==> src/rtl/mc_ctrl_ws_pkg.sv <==
// ---------------------------------------------------------------------------
// mc_ctrl_ws_pkg
// Shared definitions for the wait-state multicycle MIPS controller:
//   - mc_state_e   : controller state encoding
//   - alu_cls_e    : what kind of ALU operation a state asks for
//   - OP_*         : primary opcodes decoded by the controller
//   - FUNCT_*      : R-type function fields
//   - ALU_CTRL_*   : ALU operation codes driven on alu_ctrl_sig
//   - PC_SRC_* / SRCB_* : datapath mux selections
// ---------------------------------------------------------------------------
package mc_ctrl_ws_pkg;

    typedef enum logic [3:0] {
        ST_FETCH,
        ST_DECODE,
        ST_MEMADR,
        ST_MEMRD,
        ST_MEMWB,
        ST_MEMWR,
        ST_RTEX,
        ST_RTWB,
        ST_BEQEX,
        ST_BNEEX,
        ST_ADDIEX,
        ST_ADDIWB,
        ST_JEX,
        ST_FAULT
    } mc_state_e;

    // ALU request class: fixed add, fixed subtract, or decode from funct
    typedef enum logic [1:0] {
        ALU_CLS_ADD,
        ALU_CLS_SUB,
        ALU_CLS_FUNCT
    } alu_cls_e;

    // Opcodes
    localparam logic [5:0] OP_RTYPE = 6'b000000;
    localparam logic [5:0] OP_J     = 6'b000010;
    localparam logic [5:0] OP_BEQ   = 6'b000100;
    localparam logic [5:0] OP_BNE   = 6'b000101;
    localparam logic [5:0] OP_ADDI  = 6'b001000;
    localparam logic [5:0] OP_LW    = 6'b100011;
    localparam logic [5:0] OP_SW    = 6'b101011;

    // R-type function fields
    localparam logic [5:0] FUNCT_ADD = 6'b100000;
    localparam logic [5:0] FUNCT_SUB = 6'b100010;
    localparam logic [5:0] FUNCT_AND = 6'b100100;
    localparam logic [5:0] FUNCT_OR  = 6'b100101;
    localparam logic [5:0] FUNCT_SLT = 6'b101010;

    // ALU operation codes
    localparam logic [2:0] ALU_CTRL_AND = 3'b000;
    localparam logic [2:0] ALU_CTRL_OR  = 3'b001;
    localparam logic [2:0] ALU_CTRL_ADD = 3'b010;
    localparam logic [2:0] ALU_CTRL_SUB = 3'b110;
    localparam logic [2:0] ALU_CTRL_SLT = 3'b111;

    // PC source mux
    localparam logic [1:0] PC_SRC_ALU    = 2'b00;
    localparam logic [1:0] PC_SRC_ALUOUT = 2'b01;
    localparam logic [1:0] PC_SRC_JUMP   = 2'b10;

    // ALU B-operand mux
    localparam logic [1:0] SRCB_B       = 2'b00;
    localparam logic [1:0] SRCB_FOUR    = 2'b01;
    localparam logic [1:0] SRCB_SEXT    = 2'b10;
    localparam logic [1:0] SRCB_SEXT_SH = 2'b11;

    // States that hold a memory request open and wait for mem_ready
    function automatic logic is_mem_wait(input mc_state_e s);
        return (s == ST_FETCH) || (s == ST_MEMRD) || (s == ST_MEMWR);
    endfunction

    // Last state of an instruction; leaving it for FETCH retires the instruction
    function automatic logic is_final(input mc_state_e s);
        return (s == ST_MEMWR)  || (s == ST_MEMWB) || (s == ST_RTWB) ||
               (s == ST_BEQEX)  || (s == ST_BNEEX) || (s == ST_ADDIWB) ||
               (s == ST_JEX);
    endfunction

endpackage

==> src/rtl/mc_ctrl_ws_alu_decoder.sv <==
// ---------------------------------------------------------------------------
// mc_ctrl_ws_alu_decoder
// Combinational ALU control decode.
//   alu_cls      in  : operation class requested by the current state
//   funct        in  : R-type function field (used only for ALU_CLS_FUNCT)
//   alu_ctrl_sig out : ALU operation code
// Unrecognised function fields fall back to add; that is not an error.
// ---------------------------------------------------------------------------
module mc_ctrl_ws_alu_decoder
    import mc_ctrl_ws_pkg::*;
(
    input  alu_cls_e    alu_cls,
    input  logic [5:0]  funct,
    output logic [2:0]  alu_ctrl_sig
);

    always_comb begin
        alu_ctrl_sig = ALU_CTRL_ADD;
        unique case (alu_cls)
            ALU_CLS_ADD: alu_ctrl_sig = ALU_CTRL_ADD;
            ALU_CLS_SUB: alu_ctrl_sig = ALU_CTRL_SUB;
            ALU_CLS_FUNCT: begin
                unique case (funct)
                    FUNCT_ADD: alu_ctrl_sig = ALU_CTRL_ADD;
                    FUNCT_SUB: alu_ctrl_sig = ALU_CTRL_SUB;
                    FUNCT_AND: alu_ctrl_sig = ALU_CTRL_AND;
                    FUNCT_OR:  alu_ctrl_sig = ALU_CTRL_OR;
                    FUNCT_SLT: alu_ctrl_sig = ALU_CTRL_SLT;
                    default:   alu_ctrl_sig = ALU_CTRL_ADD;
                endcase
            end
            default: alu_ctrl_sig = ALU_CTRL_ADD;
        endcase
    end

endmodule

==> src/rtl/mc_ctrl_ws.sv <==
// ---------------------------------------------------------------------------
// mc_ctrl_ws
// Multicycle MIPS main controller with memory wait states, bus timeout,
// BNE/ADDI/J support and a retired-instruction counter.
//
// Parameters
//   TIMEOUT : not-ready cycles a memory state tolerates before FAULT (1..255)
//   CNT_W   : width of the retired-instruction counter
//   EN_EXT  : 1 = decode ADDI/J/BNE, 0 = those opcodes fault
//
// Ports
//   clk, rst_n            : clock, asynchronous active-low reset
//   op, funct, zero       : decoder fields and ALU zero flag
//   mem_ready             : memory completes the current access this cycle
//   hold                  : freeze request (state and counters frozen)
//   mem_req, mem_write    : memory handshake / write strobe
//   i_or_d                : memory address select (0 PC, 1 ALUOut)
//   ireg_enab, pc_enab    : IR / PC load strobes
//   pc_src                : PC source select
//   mem_to_reg, reg_dst   : writeback selects
//   reg_write             : register-file write strobe
//   alu_srcA, alu_srcB    : ALU operand selects
//   alu_ctrl_sig          : ALU operation
//   instret               : retired-instruction count (wraps)
//   fault                 : sticky fault flag, cleared only by reset
// ---------------------------------------------------------------------------
module mc_ctrl_ws
    import mc_ctrl_ws_pkg::*;
#(
    parameter int TIMEOUT = 16,
    parameter int CNT_W   = 32,
    parameter bit EN_EXT  = 1'b1
) (
    input  logic             clk,
    input  logic             rst_n,
    input  logic [5:0]       op,
    input  logic [5:0]       funct,
    input  logic             zero,
    input  logic             mem_ready,
    input  logic             hold,
    output logic             mem_req,
    output logic             mem_write,
    output logic             i_or_d,
    output logic             ireg_enab,
    output logic             pc_enab,
    output logic [1:0]       pc_src,
    output logic             mem_to_reg,
    output logic             reg_dst,
    output logic             reg_write,
    output logic             alu_srcA,
    output logic [1:0]       alu_srcB,
    output logic [2:0]       alu_ctrl_sig,
    output logic [CNT_W-1:0] instret,
    output logic             fault
);

    localparam int               TO_W        = 8;
    // The wait that would bring the count to TIMEOUT is the one that faults
    localparam logic [TO_W-1:0]  TO_LAST     = TO_W'(TIMEOUT - 1);
    localparam logic [TO_W-1:0]  TO_ONE      = TO_W'(1);
    localparam logic [CNT_W-1:0] INSTRET_ONE = CNT_W'(1);

    mc_state_e        state_reg, state_next;
    logic [TO_W-1:0]  to_cnt_reg, to_cnt_next;
    logic [CNT_W-1:0] instret_reg, instret_next;
    alu_cls_e         alu_cls;
    logic             ready_q;
    logic             wait_expired;

    // mem_ready only counts when not frozen
    assign ready_q      = mem_ready & ~hold;
    assign wait_expired = ~hold & ~mem_ready & (to_cnt_reg == TO_LAST);

    // ------------------------------------------------------------------
    // State register and counters
    // ------------------------------------------------------------------
    always_ff @(posedge clk or negedge rst_n) begin
        if (!rst_n) begin
            state_reg   <= ST_FETCH;
            to_cnt_reg  <= '0;
            instret_reg <= '0;
        end else begin
            state_reg   <= state_next;
            to_cnt_reg  <= to_cnt_next;
            instret_reg <= instret_next;
        end
    end

    // ------------------------------------------------------------------
    // Next state and control outputs
    // ------------------------------------------------------------------
    always_comb begin
        state_next = state_reg;
        mem_req    = 1'b0;
        mem_write  = 1'b0;
        i_or_d     = 1'b0;
        ireg_enab  = 1'b0;
        pc_enab    = 1'b0;
        pc_src     = PC_SRC_ALU;
        mem_to_reg = 1'b0;
        reg_dst    = 1'b0;
        reg_write  = 1'b0;
        alu_srcA   = 1'b0;
        alu_srcB   = SRCB_B;
        alu_cls    = ALU_CLS_ADD;

        unique case (state_reg)
            ST_FETCH: begin
                mem_req  = 1'b1;
                alu_srcB = SRCB_FOUR;
                if (ready_q) begin
                    ireg_enab  = 1'b1;
                    pc_enab    = 1'b1;
                    state_next = ST_DECODE;
                end else if (wait_expired) begin
                    state_next = ST_FAULT;
                end
            end
            ST_DECODE: begin
                // Branch target is computed speculatively here
                alu_srcB = SRCB_SEXT_SH;
                unique case (op)
                    OP_LW, OP_SW: state_next = ST_MEMADR;
                    OP_RTYPE:     state_next = ST_RTEX;
                    OP_BEQ:       state_next = ST_BEQEX;
                    OP_BNE:       state_next = EN_EXT ? ST_BNEEX  : ST_FAULT;
                    OP_ADDI:      state_next = EN_EXT ? ST_ADDIEX : ST_FAULT;
                    OP_J:         state_next = EN_EXT ? ST_JEX    : ST_FAULT;
                    default:      state_next = ST_FAULT;
                endcase
            end
            ST_MEMADR: begin
                alu_srcA   = 1'b1;
                alu_srcB   = SRCB_SEXT;
                state_next = (op == OP_SW) ? ST_MEMWR : ST_MEMRD;
            end
            ST_MEMRD: begin
                mem_req = 1'b1;
                i_or_d  = 1'b1;
                if (ready_q) begin
                    state_next = ST_MEMWB;
                end else if (wait_expired) begin
                    state_next = ST_FAULT;
                end
            end
            ST_MEMWR: begin
                mem_req   = 1'b1;
                mem_write = 1'b1;
                i_or_d    = 1'b1;
                if (ready_q) begin
                    state_next = ST_FETCH;
                end else if (wait_expired) begin
                    state_next = ST_FAULT;
                end
            end
            ST_MEMWB: begin
                reg_write  = 1'b1;
                mem_to_reg = 1'b1;
                state_next = ST_FETCH;
            end
            ST_RTEX: begin
                alu_srcA   = 1'b1;
                alu_cls    = ALU_CLS_FUNCT;
                state_next = ST_RTWB;
            end
            ST_RTWB: begin
                reg_write  = 1'b1;
                reg_dst    = 1'b1;
                state_next = ST_FETCH;
            end
            ST_BEQEX: begin
                alu_srcA   = 1'b1;
                alu_cls    = ALU_CLS_SUB;
                pc_src     = PC_SRC_ALUOUT;
                pc_enab    = zero;
                state_next = ST_FETCH;
            end
            ST_BNEEX: begin
                alu_srcA   = 1'b1;
                alu_cls    = ALU_CLS_SUB;
                pc_src     = PC_SRC_ALUOUT;
                pc_enab    = ~zero;
                state_next = ST_FETCH;
            end
            ST_ADDIEX: begin
                alu_srcA   = 1'b1;
                alu_srcB   = SRCB_SEXT;
                state_next = ST_ADDIWB;
            end
            ST_ADDIWB: begin
                reg_write  = 1'b1;
                state_next = ST_FETCH;
            end
            ST_JEX: begin
                pc_src     = PC_SRC_JUMP;
                pc_enab    = 1'b1;
                state_next = ST_FETCH;
            end
            ST_FAULT: begin
                state_next = ST_FAULT;
            end
            default: begin
                state_next = ST_FAULT;
            end
        endcase

        // Freeze: keep state, kill every write/enable, keep any open request
        if (hold) begin
            state_next = state_reg;
            ireg_enab  = 1'b0;
            pc_enab    = 1'b0;
            reg_write  = 1'b0;
            mem_write  = 1'b0;
        end

        // Nothing may strobe while reset is asserted, even though the
        // state register already sits in FETCH
        if (!rst_n) begin
            mem_req   = 1'b0;
            mem_write = 1'b0;
            ireg_enab = 1'b0;
            pc_enab   = 1'b0;
            reg_write = 1'b0;
        end
    end

    // ------------------------------------------------------------------
    // Timeout and retire counters
    // ------------------------------------------------------------------
    always_comb begin
        to_cnt_next  = to_cnt_reg;
        instret_next = instret_reg;
        if (!hold) begin
            // Any state change restarts the wait count, so every memory
            // wait state is entered with a cleared counter
            if (state_next != state_reg) begin
                to_cnt_next = '0;
            end else if (is_mem_wait(state_reg) && !mem_ready) begin
                to_cnt_next = to_cnt_reg + TO_ONE;
            end
            if ((state_next == ST_FETCH) && is_final(state_reg)) begin
                instret_next = instret_reg + INSTRET_ONE;
            end
        end
    end

    mc_ctrl_ws_alu_decoder u_alu_decoder (
        .alu_cls      (alu_cls),
        .funct        (funct),
        .alu_ctrl_sig (alu_ctrl_sig)
    );

    assign instret = instret_reg;
    assign fault   = (state_reg == ST_FAULT);

endmodule

==> config.mk <==
export PLATFORM = sky130hd
export DESIGN_NAME = mc_ctrl_ws
export DESIGN_NICKNAME = d
export VERILOG_FILES = /design/src/rtl/mc_ctrl_ws_pkg.sv /design/src/rtl/mc_ctrl_ws_alu_decoder.sv /design/src/rtl/mc_ctrl_ws.sv
export SDC_FILE = /design/constraint.sdc
export NUM_CORES = 1
export LEC_CHECK = 0
export ABC_CLOCK_PERIOD_IN_PS = 3060
export CAP_MARGIN = 20
export CORE_MARGIN = 5
export CORE_UTILIZATION = 50
export DETAILED_ROUTE_END_ITERATION = 6
export PLACE_DENSITY = 0.8
export SLEW_MARGIN = 20
export SYNTH_ARGS = -nofsm -noshare
export SYNTH_HDL_FRONTEND = slang
export SYNTH_HIERARCHICAL = 1
export SYNTH_SLANG_ARGS = --single-unit
==> constraint.sdc <==
create_clock -name clk -period 3.06 [get_ports clk]
set_input_delay 0.918 -clock clk [delete_from_list [all_inputs] [get_ports clk]]
set_output_delay 0.918 -clock clk [all_outputs]
set_load 0.02 [all_outputs]
## Yosys cells after proc, flatten, opt, wreduce, memory -nomap -nowiden

Index checks and enable logic that the tools add are counted.

- Flip-flop bits (word level): 44
- Latch bits: 0
- Bits in writable memories: 0
- ROM bits: 0
- Bits of input ports: 17
- Output and inout port bits: 49
- Memories kept: 0

- Add/subtract/negate cells: 2
- $mul: 0
- Div/mod/pow operators: 0
- $lt $le $gt $ge: 0
- Equal/unequal tests: 27
- Shift operators: 0
- Mux-type cells: 34
- Bitwise operators: 6
- Reductions and logical operators: 25

Operator list:

| cell | number |
|---|---|
| == test 6 bit (second input constant) | 6 |
| adder 32 x 1 -> 32 bit (second input constant) | 1 |
| case mux 4 bit (8 select lines) | 1 |
| == test 4 bit (second input constant) | 6 |
| case mux 4 bit (6 select lines) | 1 |
| 2-to-1 mux 4 bit | 5 |
| 2-to-1 mux 1 bit | 18 |
| == test 4 x 3 -> 1 bit (second input constant) | 4 |
| 2-to-1 mux 8 bit | 2 |
| == test 6 x 3 -> 1 bit (second input constant) | 2 |
| case mux 3 bit (4 select lines) | 1 |
| adder 8 x 1 -> 8 bit (second input constant) | 1 |
| == test 4 x 2 -> 1 bit (second input constant) | 2 |
| == test 8 x 4 -> 1 bit (second input constant) | 1 |
| zero test 4 bit | 2 |
| logical OR 1 bit | 8 |
| case mux 2 bit (2 select lines) | 2 |
| OR reduction 2 bit | 4 |
| == test 6 x 2 -> 1 bit (second input constant) | 1 |
| == test 6 x 4 -> 1 bit (second input constant) | 1 |
| zero test 6 bit | 1 |
| case mux 2 bit (3 select lines) | 1 |
| case mux 3 bit (2 select lines) | 1 |
| OR reduction 3 bit | 2 |
| other kinds (14) | 20 |

## Logic depth before layout (Yosys ltp)

Gate-level depths: netlist of the first run.

- Word-level depth: 10
- Gate-level depth with buffers: 8

## Modules after synthesis

The synthesis of the first run kept the hierarchy.

By module, submodules not included:

| module | times used | cells an instance | area each (um^2) | sequential area each (um^2) |
|---|---|---|---|---|
| mc_ctrl_ws | 1 | 281 | 2710.1 | 1101.1 |
| mc_ctrl_ws_alu_decoder | 1 | 15 | 118.9 | 0.0 |

## Worst setup path before layout of the first run

No wires, ideal clock.

- Kind: register to output
- From: register state_reg[3]
- To: output alu_ctrl_sig[2]
- Arrival time: 2088 ps
- Setup slack: 54 ps
- Stages on the path, launching flop included: 9
- Buffers on the path: 2
- Cell sequence: dfrtp_1 > buf_2 > clkbuf_1 > nand2b_1 > nor2_1 > inv_1 > ha_1 > nand4bb_1 > o22ai_1

- Cells in the longest elaborated chain, start to end: 5
- Elaborated cells on any way between the ends: 8

RTL lines:

| element | RTL line | RTL |
|---|---|---|
| from (decl) | mc_ctrl_ws.sv:63 | `mc_state_e state_reg, state_next;` |
| from (signal assigned) | mc_ctrl_ws.sv:83 | `state_reg <= state_next;` |
| == test 4 bit | mc_ctrl_ws.sv:107 | `unique case (state_reg)` |
| OR reduction 2 bit (no line) | n/a |  |
| case mux 2 bit (2 select lines) * | mc_ctrl_ws.sv:107 |  |
| named net alu_cls[0] | mc_ctrl_ws.sv:66 | `alu_cls_e alu_cls;` |
| == test 2 bit or == test 2 x 1 -> 1 bit (tied branches) | mc_ctrl_ws_alu_decoder.sv:19 | `unique case (alu_cls)` |
| case mux 3 bit (2 select lines) * | mc_ctrl_ws_alu_decoder.sv:19 |  |
| to (decl) | mc_ctrl_ws.sv:52 | `output logic [2:0] alu_ctrl_sig,` |

The timed path passes the listed nets; every way through them passes the cells marked *.

## Worst setup path after layout of the first run

- From: input mem_ready
- To: output pc_enab

- Cells in the longest elaborated chain, start to end: 5

RTL lines:

| element | RTL line | RTL |
|---|---|---|
| from (decl) | mc_ctrl_ws.sv:39 | `input logic mem_ready,` |
| AND 1 bit | mc_ctrl_ws.sv:71 | `assign ready_q = mem_ready & ~hold;` |
| 2-to-1 mux 1 bit | mc_ctrl_ws.sv:111 | `if (ready_q) begin` |
| case mux 1 bit (4 select lines) | mc_ctrl_ws.sv:107 |  |
| 2-to-1 mux 1 bit | mc_ctrl_ws.sv:208 | `if (hold) begin` |
| 2-to-1 mux 1 bit | mc_ctrl_ws.sv:218 | `if (!rst_n) begin` |
| to (decl) | mc_ctrl_ws.sv:45 | `output logic pc_enab,` |

Every way passes these cells.

==> metrics.yaml, run 1 <==
status:
  outcome: "finished clean"
clock_tree:
  cts_tree: "done"
  clk-insertion-delay-late_ns: 0.30
  clock-sinks: 44
  clk_pin_slew_ns: 0.08
  cts_buffers: 5
  clk_path_buf_depth: 2
  htree_num_levels: 2
  root_buffer: "clkbuf_8"
power_and_ir_drop:
  seqPwrFrac: 0.307
  power.switching_uw: 977.8
  sw_frac_of_total: 0.4108
  ir_worst_vdd_mv: 0.4406
  pwr-share-comb: 0.501
  internal_power_uw: 1403
  power_density_nw_per_um2: 622.4
  pwr-share-clk: 0.192
  p_leak_uw: 0.001600
layout:
  area_delta_synth_final_pct: 35.21
  nNetsFinal: 406
  drive_gt1_frac: 0.1891
  largest_reg_flops: 32
  stdcell_count: 458
  antenna_cells: 0
  fill_cells: 453
  fin_area_um2: 3825
synth:
  ys_seq_area_frac: 0.3892
  ys_top_cells_by_count: "dfrtp_1, xnor2_1, nor2_1, nand2_1, nand4_1"
  avgSynthCellArea_um2: 9.557
  synth.top_cell.area_share: 0.3892
  synth_cell_types: 59
  synth_top_area_cell: "dfrtp_1"
  ys_seq_elements: 44
  yosysMostFrequentCell: "dfrtp_1"
  netlist_instances: 296
  synth.area.top_cells: "dfrtp_1, xnor2_1, xor2_1"
  yosys_warnings: 6
  ys.flop_type: "dfrtp_1"
  synth_area_um2: 2829
  async_reset_ff_frac: 1.000
  syn_nets: 317
  synth_edf_count: 0
setup_path:
  path_cells: "clkdlybuf4s50_1, nor2b_4, a21oi_1, o21a_1, nor3_2, buf_2"
  arrival_ns: 2.05
  critPathMaxStageDelay_ns: 0.48
  startpoint: "mem_ready"
  worstSetupStartpointType: "input pin"
  end_kind: "output pin"
  r2r_start: "to_cnt_reg[0]"
  crit_fanout: 2
  crit_type: "input pin to output pin"
  path_delay_family: "buffers and inverters"
  crit_required_ns: 2.14
  crit_buf_inv: 2
  critical_path.slowest_cell: "clkdlybuf4s50_1"
sta:
  max_freq_mhz: 336.6
  hold_viol_final: 0
  finalMaxSlewViolations: 0
  slew_headroom: 0.6220
  timing.final.crit_share: 0.9710
  tightest_slew_ns: 0.5670
  rsz0062_at_grt: "false"
  fin_skew_ns: 0.004273
  period_needed_ns: 2.971
  holdWs_ns: 0.4754
  setup_viol: 0
grt:
  grt_pass1_wl_um: 11580
  grt_max_degree: 45
  grt_pass1_vias: 2631
  grt.overflow.total: 0
  antenna_found_initial: 0
  grtUsageTotal: 0.1917
routing:
  vias: 2585
  drtAntennaViolNets: 0
  drt_iter0_markers: 109
  drc: 0
  wl_um: 6781
  dr.pass1.iters: 4
  vias_per_cell: 5.644
  routedWlPerCell_um: 14.81
placed_design:
  place_congestion: 0.8448
  dp.cells: 450
  hpwlAfterDp_um: 5125
  port_buffers: 65
  placed_area_um2: 3716
floorplan:
  core_area_um2: 5507
  die_area_um2: 7262
  ios: 66
  rows: 27
  chipHeight_um: 85.22
  chipWidth_um: 85.22
  initial_core_util: 0.5137
flow_run:
  maxCapViolations: 0
min_path:
  hp-start: "instret[31]"
  hp-class: "flop to flop"
-- power groups by stage --
stage / Clock, µW / Combinational, µW / Sequential, µW
floorplan: 0 / 749 / 773
global placement: 0 / 1180 / 735
detailed placement: 0 / 1200 / 736
CTS: 470 / 1190 / 727
global route: 497 / 1300 / 743
finish: 456 / 1190 / 731
-- worst reg2reg max path, cell delays in order (launching register included) --
cell and delay (ns):
dfrtp_1 0.43, ha_1 0.23, nand4b_1 0.09, or4_1 0.51, nor2_1 0.20, a21oi_1 0.13, o311ai_4 0.51, nor3_2 0.09
-- metal layers --
metal | vias to the layer above | share of wire | track usage
met1 | 1234 | 0.42 | 0.2340
met4 | 0 | 0.014 | 0.04892
met5 | - | 0 | 0
met3 | 10 | 0.075 | 0.05340
met2 | 86 | 0.49 | 0.3326
li1 | 1255 | - | -
-- cells by family after synthesis --
| kind of cell | synth area share |
|---|---|
| AO/OA/AOI/OAI | 0.08891 |
| XOR/XNOR | 0.1238 |
| adder cells (fa/ha/maj) | 0.02123 |
| buffers and inverters | 0.03140 |
| flip-flops | 0.3892 |
| multiplexers | 0.007519 |
| AND/OR/NAND/NOR | 0.3379 |
-- per-stage QoR --
step	setup TNS (ns)	worst slack [ns]	utilization	power, µW
final	0	0.08889	0.6946	2380
after global routing	0	0.01542	0.6946	2536
after CTS	-0.01007	-0.01007	0.6953	2388
after detailed placement	-2.388	-0.4425	0.6748	1936
after global placement	-2.124	-0.4029	0.6748	1919
after floorplan	0	0.05365	-	1522
-- cells in the final DEF (no fill, tap or decap), types with 3 or more instances in the layout --
cell type        Yosys  final
nand3_1             12     12
and3_1               8      8
and2_1               4      4
inv_1                8      8
clkdlybuf4s50_1      0     55
clkbuf_8             0      5
o21ai_0              5      5
a21oi_1             10     10
nor2_1              22     21
nand2_1             21     21
o21a_1               4      4
nor2b_1              5      4
nand2b_1             6      4
nand4_1             16     16
nor2_2               2      3
nor4_1               7      7
buf_2                5      6
nor3_1              10      9
xnor2_1             25     25
buf_4                1     28
ha_1                 4      4
nor3_2              10     11
dfrtp_1             44     44
xor2_1              15     15
or3_1                3      3
and4_1               3      3
-- layout make-up --
type,count,area [µm²],share of cell area
multi-input combinational,233,1670,0.4367
clock inverter,3,46.29,0.01210
inverter,8,30.03,0.007851
tap,72,90.09,0.02355
sequential,44,1101,0.2879
clock buffer,5,68.82,0.01799
timing repair buffer,93,818.3,0.2139
-- worst paths after layout --
| path | endpoint | slack [ns] | depth (start not counted) |
|---|---|---|---|
| max | pc_enab | 0.09 | 6 |
| min | instret[31] | 0.48 | 1 |
| max reg2reg | to_cnt_reg[4] | 0.73 | 7 |
| min reg2reg | instret[31] | 0.48 | 1 |
| max in group asynchronous | instret[14] | 1.88 | 2 |
| min in group asynchronous | instret[0] | 0.79 | 2 |
-- what timing repair did --
| item | 4_1_cts | 5_1_grt |
|---|---|---|
| endpoints found under the setup margin | 9 | 6 |
| hold buffers | 0 | 0 |
| endpoints found under the hold margin | 0 | 0 |
| setup buffers | 0 | 0 |
| gates resized for setup | 25 | 13 |
No activity file was read; power rests on OpenSTA's default activity.
==> run 2, diff against run 1 <==
Settings changed: CAP_MARGIN 20 to 15.
==> results of run 2 <==
The final DEF is identical to that of run 1; final timing and power are the same.
==> run 3, diff against run 2 <==
Settings changed: CAP_MARGIN 15 to 20, CORE_ASPECT_RATIO set to 0.9, PLACE_DENSITY 0.8 to 0.84.
==> metrics.yaml, run 3 (synthesis results as in run 1) <==
status:
  outcome: "finished clean"  # unchanged
grt:
  grt_max_degree: 24  # was 45
  grtUsageTotal: 0.2165  # was 0.1917
  grt_pass1_wl_um: 12420  # was 11580 µm
  grt.overflow.total: 0  # unchanged
  grt_pass1_vias: 2568  # was 2631
  antenna_found_initial: 1  # was 0
placed_design:
  place_congestion: 0.8632  # was 0.8448
  pre_cts_ws_ns: -0.4727  # was -0.4425 ns
  port_buffers: 65  # unchanged
  hpwlAfterDp_um: 5533  # was 5125 µm
sta:
  timing.final.crit_share: 0.9770  # was 0.9710
  hold_viol_final: 0  # unchanged
  slew_headroom: 0.6464  # was 0.6220
  setup_viol: 0  # unchanged
  period_needed_ns: 2.990  # was 2.971 ns
  fin_ws_ns: 0.07046  # was 0.08889 ns
  finalMaxSlewViolations: 0  # unchanged
  rsz0062_at_grt: "false"  # unchanged
  tightest_slew_ns: 0.5264  # was 0.5670 ns
  fin_skew_ns: 0.01085  # was 0.004273 ns
  max_freq_mhz: 334.5  # was 336.6 MHz
setup_path:
  path_cells: "clkdlybuf4s50_1, or3b_1, o22ai_1, buf_2"  # was clkdlybuf4s50_1, nor2b_4, a21oi_1, o21a_1, nor3_2, buf_2
  reg2reg_slack_ns: 0.75  # was 0.73 ns
  timing.rr.end: "to_cnt_reg[6]"  # was to_cnt_reg[4]
  startpoint: "funct[1]"  # was mem_ready
  crit_fanout: 2  # unchanged
  end_kind: "output pin"  # unchanged
  crit_end: "alu_ctrl_sig[2]"  # was pc_enab
  arrival_ns: 2.07  # was 2.05 ns
  critical_path.slowest_cell: "clkdlybuf4s50_1"  # unchanged
  r2r_start: "state_reg[1]"  # was to_cnt_reg[0]
  r2r_cells: 8  # was 7
  worstSetupStartpointType: "input pin"  # unchanged
  crit_type: "input pin to output pin"  # unchanged
  crit_required_ns: 2.14  # about the same
  critPathMaxStageDelay_ns: 0.49  # was 0.48 ns
floorplan:
  die_area_um2: 7264  # was 7262 µm²
  ios: 66  # unchanged
  chipWidth_um: 89.29  # was 85.22 µm
  initial_core_util: 0.5056  # was 0.5137
  rows: 26  # was 27
  core_area_um2: 5595  # was 5507 µm²
  chipHeight_um: 81.36  # was 85.22 µm
layout:
  area_delta_synth_final_pct: 37.02  # was 35.21%
  nNetsFinal: 409  # was 406
  final_common_cell: "clkdlybuf4s50_1"  # unchanged
  fill_cells: 428  # was 453
  layout_common_cells: "clkdlybuf4s50_1, dfrtp_1, buf_4, xnor2_1"  # unchanged
  fin_util: 0.6928  # was 0.6946
  largest_reg_flops: 32  # unchanged
  drive_gt1_frac: 0.1877  # was 0.1891
  antenna_cells: 0  # unchanged
clock_tree:
  clk_path_buf_depth: 2  # unchanged
  cts_tree: "done"  # unchanged
  htree_num_levels: 2  # unchanged
  cts_setup_buffers: 0  # unchanged
  root_buffer: "clkbuf_8"  # unchanged
  clock-sinks: 44  # unchanged
  cts_buffers: 5  # unchanged
  clk_pin_slew_ns: 0.08  # about the same
  clk-insertion-delay-late_ns: 0.30  # about the same
routing:
  dr.pass1.iters: 4  # unchanged
  drc: 0  # unchanged
  vias: 2584  # was 2585
  vias_per_cell: 5.630  # was 5.644
  drt_iter0_markers: 189  # was 109
  drtAntennaViolNets: 0  # unchanged
  wl_um: 7411  # was 6781 µm
  routedWlPerCell_um: 16.15  # was 14.81 µm
flow_run:
  maxCapViolations: 0  # unchanged
power_and_ir_drop:
  power_density_nw_per_um2: 657.9  # was 622.4 nW/µm²
  ir_worst_vdd_mv: 0.5249  # was 0.4406 mV
  p_leak_uw: 0.001641  # was 0.001600 µW
min_path:
  hp-class: "flop to flop"  # unchanged
[run 3: cell count changes in the layout (fill, tap and decap cells not counted), sizes merged]
| cell | delta |
|---|---|
| dlymetal6s2s | +1 |
| clkinvlp | -1 |
| clkdlybuf4s50 | -1 |
| buf | +3 |
| bufinv | +2 |
| inv | -1 |
[run 3: worst min-delay path by stage]
| stage | from | to | slack (ns) | cells after the start |
|---|---|---|---|---|
| 2_1_floorplan | to_cnt_reg[7] | to_cnt_reg[7] | 0.53 | 2 |
| 3_3_place_gp | instret[31] | instret[31] | 0.46 | 1 |
| 3_5_place_dp | instret[18] | instret[18] | 0.48 | 1 |
| 4_1_cts | instret[18] | instret[18] | 0.50 | 1 |
| 5_1_grt | instret[31] | instret[31] | 0.50 | 1 |
| 6_report | instret[31] | instret[31] | 0.49 | 1 |
[run 3: power breakdown]
part | total (µW) | internal [µW] | leakage [µW] | switching [µW]
logic | 1210 | 512 | 0.000968 | 699
clock network | 613 | 408 | 0.0000784 | 204
registers | 727 | 643 | 0.000594 | 84.1
[run 3: repair_timing]
item | 4_1_cts | 5_1_grt
endpoints found under the setup margin | 9 | 5
gates resized for setup | 27 | 9
hold buffers | 0 | 0
[run 3: stage by stage]
stage | power (µW) | hold WS [ns] | setup TNS (ns) | cells | area [µm²]
2_1_floorplan | 1522 | 0.5304 | 0 | 296 | 2829
3_3_place_gp | 1925 | 0.4556 | -2.129 | 451 | 3736
3_5_place_dp | 1950 | 0.4821 | -2.648 | 451 | 3736
4_1_cts | 2554 | 0.4953 | 0 | 459 | 3880
5_1_grt | 2696 | 0.5045 | 0 | 459 | 3876
6_report | 2550 | 0.4938 | 0 | 459 | 3876
[run 3: cell type report]
class	instances	area (µm²)	area share
multi-input cells	233	1655	0.4271
well taps	70	87.58	0.02260
repair buffers	96	843.3	0.2176
clock inverters	3	90.09	0.02324
inverters	8	30.03	0.007747
flip-flops and latches	44	1101	0.2841
clock buffers	5	68.82	0.01775
[run 3: worst max-delay path: cells and delay by family]
| family | cells | cell delay (ns) |
|---|---|---|
| simple gates | 1 | 0.37 |
| buf+inv | 2 | 0.67 |
| compound gates | 1 | 0.10 |
[run 3: layer usage]
metal | part of all wire | track usage | routed length [µm] | up-vias
met5 | 0.0018 | 0 | 13 | -
met1 | 0.42 | 0.2820 | 3123 | 1246
met2 | 0.51 | 0.3733 | 3797 | 70
met4 | 0.012 | 0.05060 | 89 | 2
li1 | - | - | - | 1255
met3 | 0.052 | 0.03753 | 387 | 11
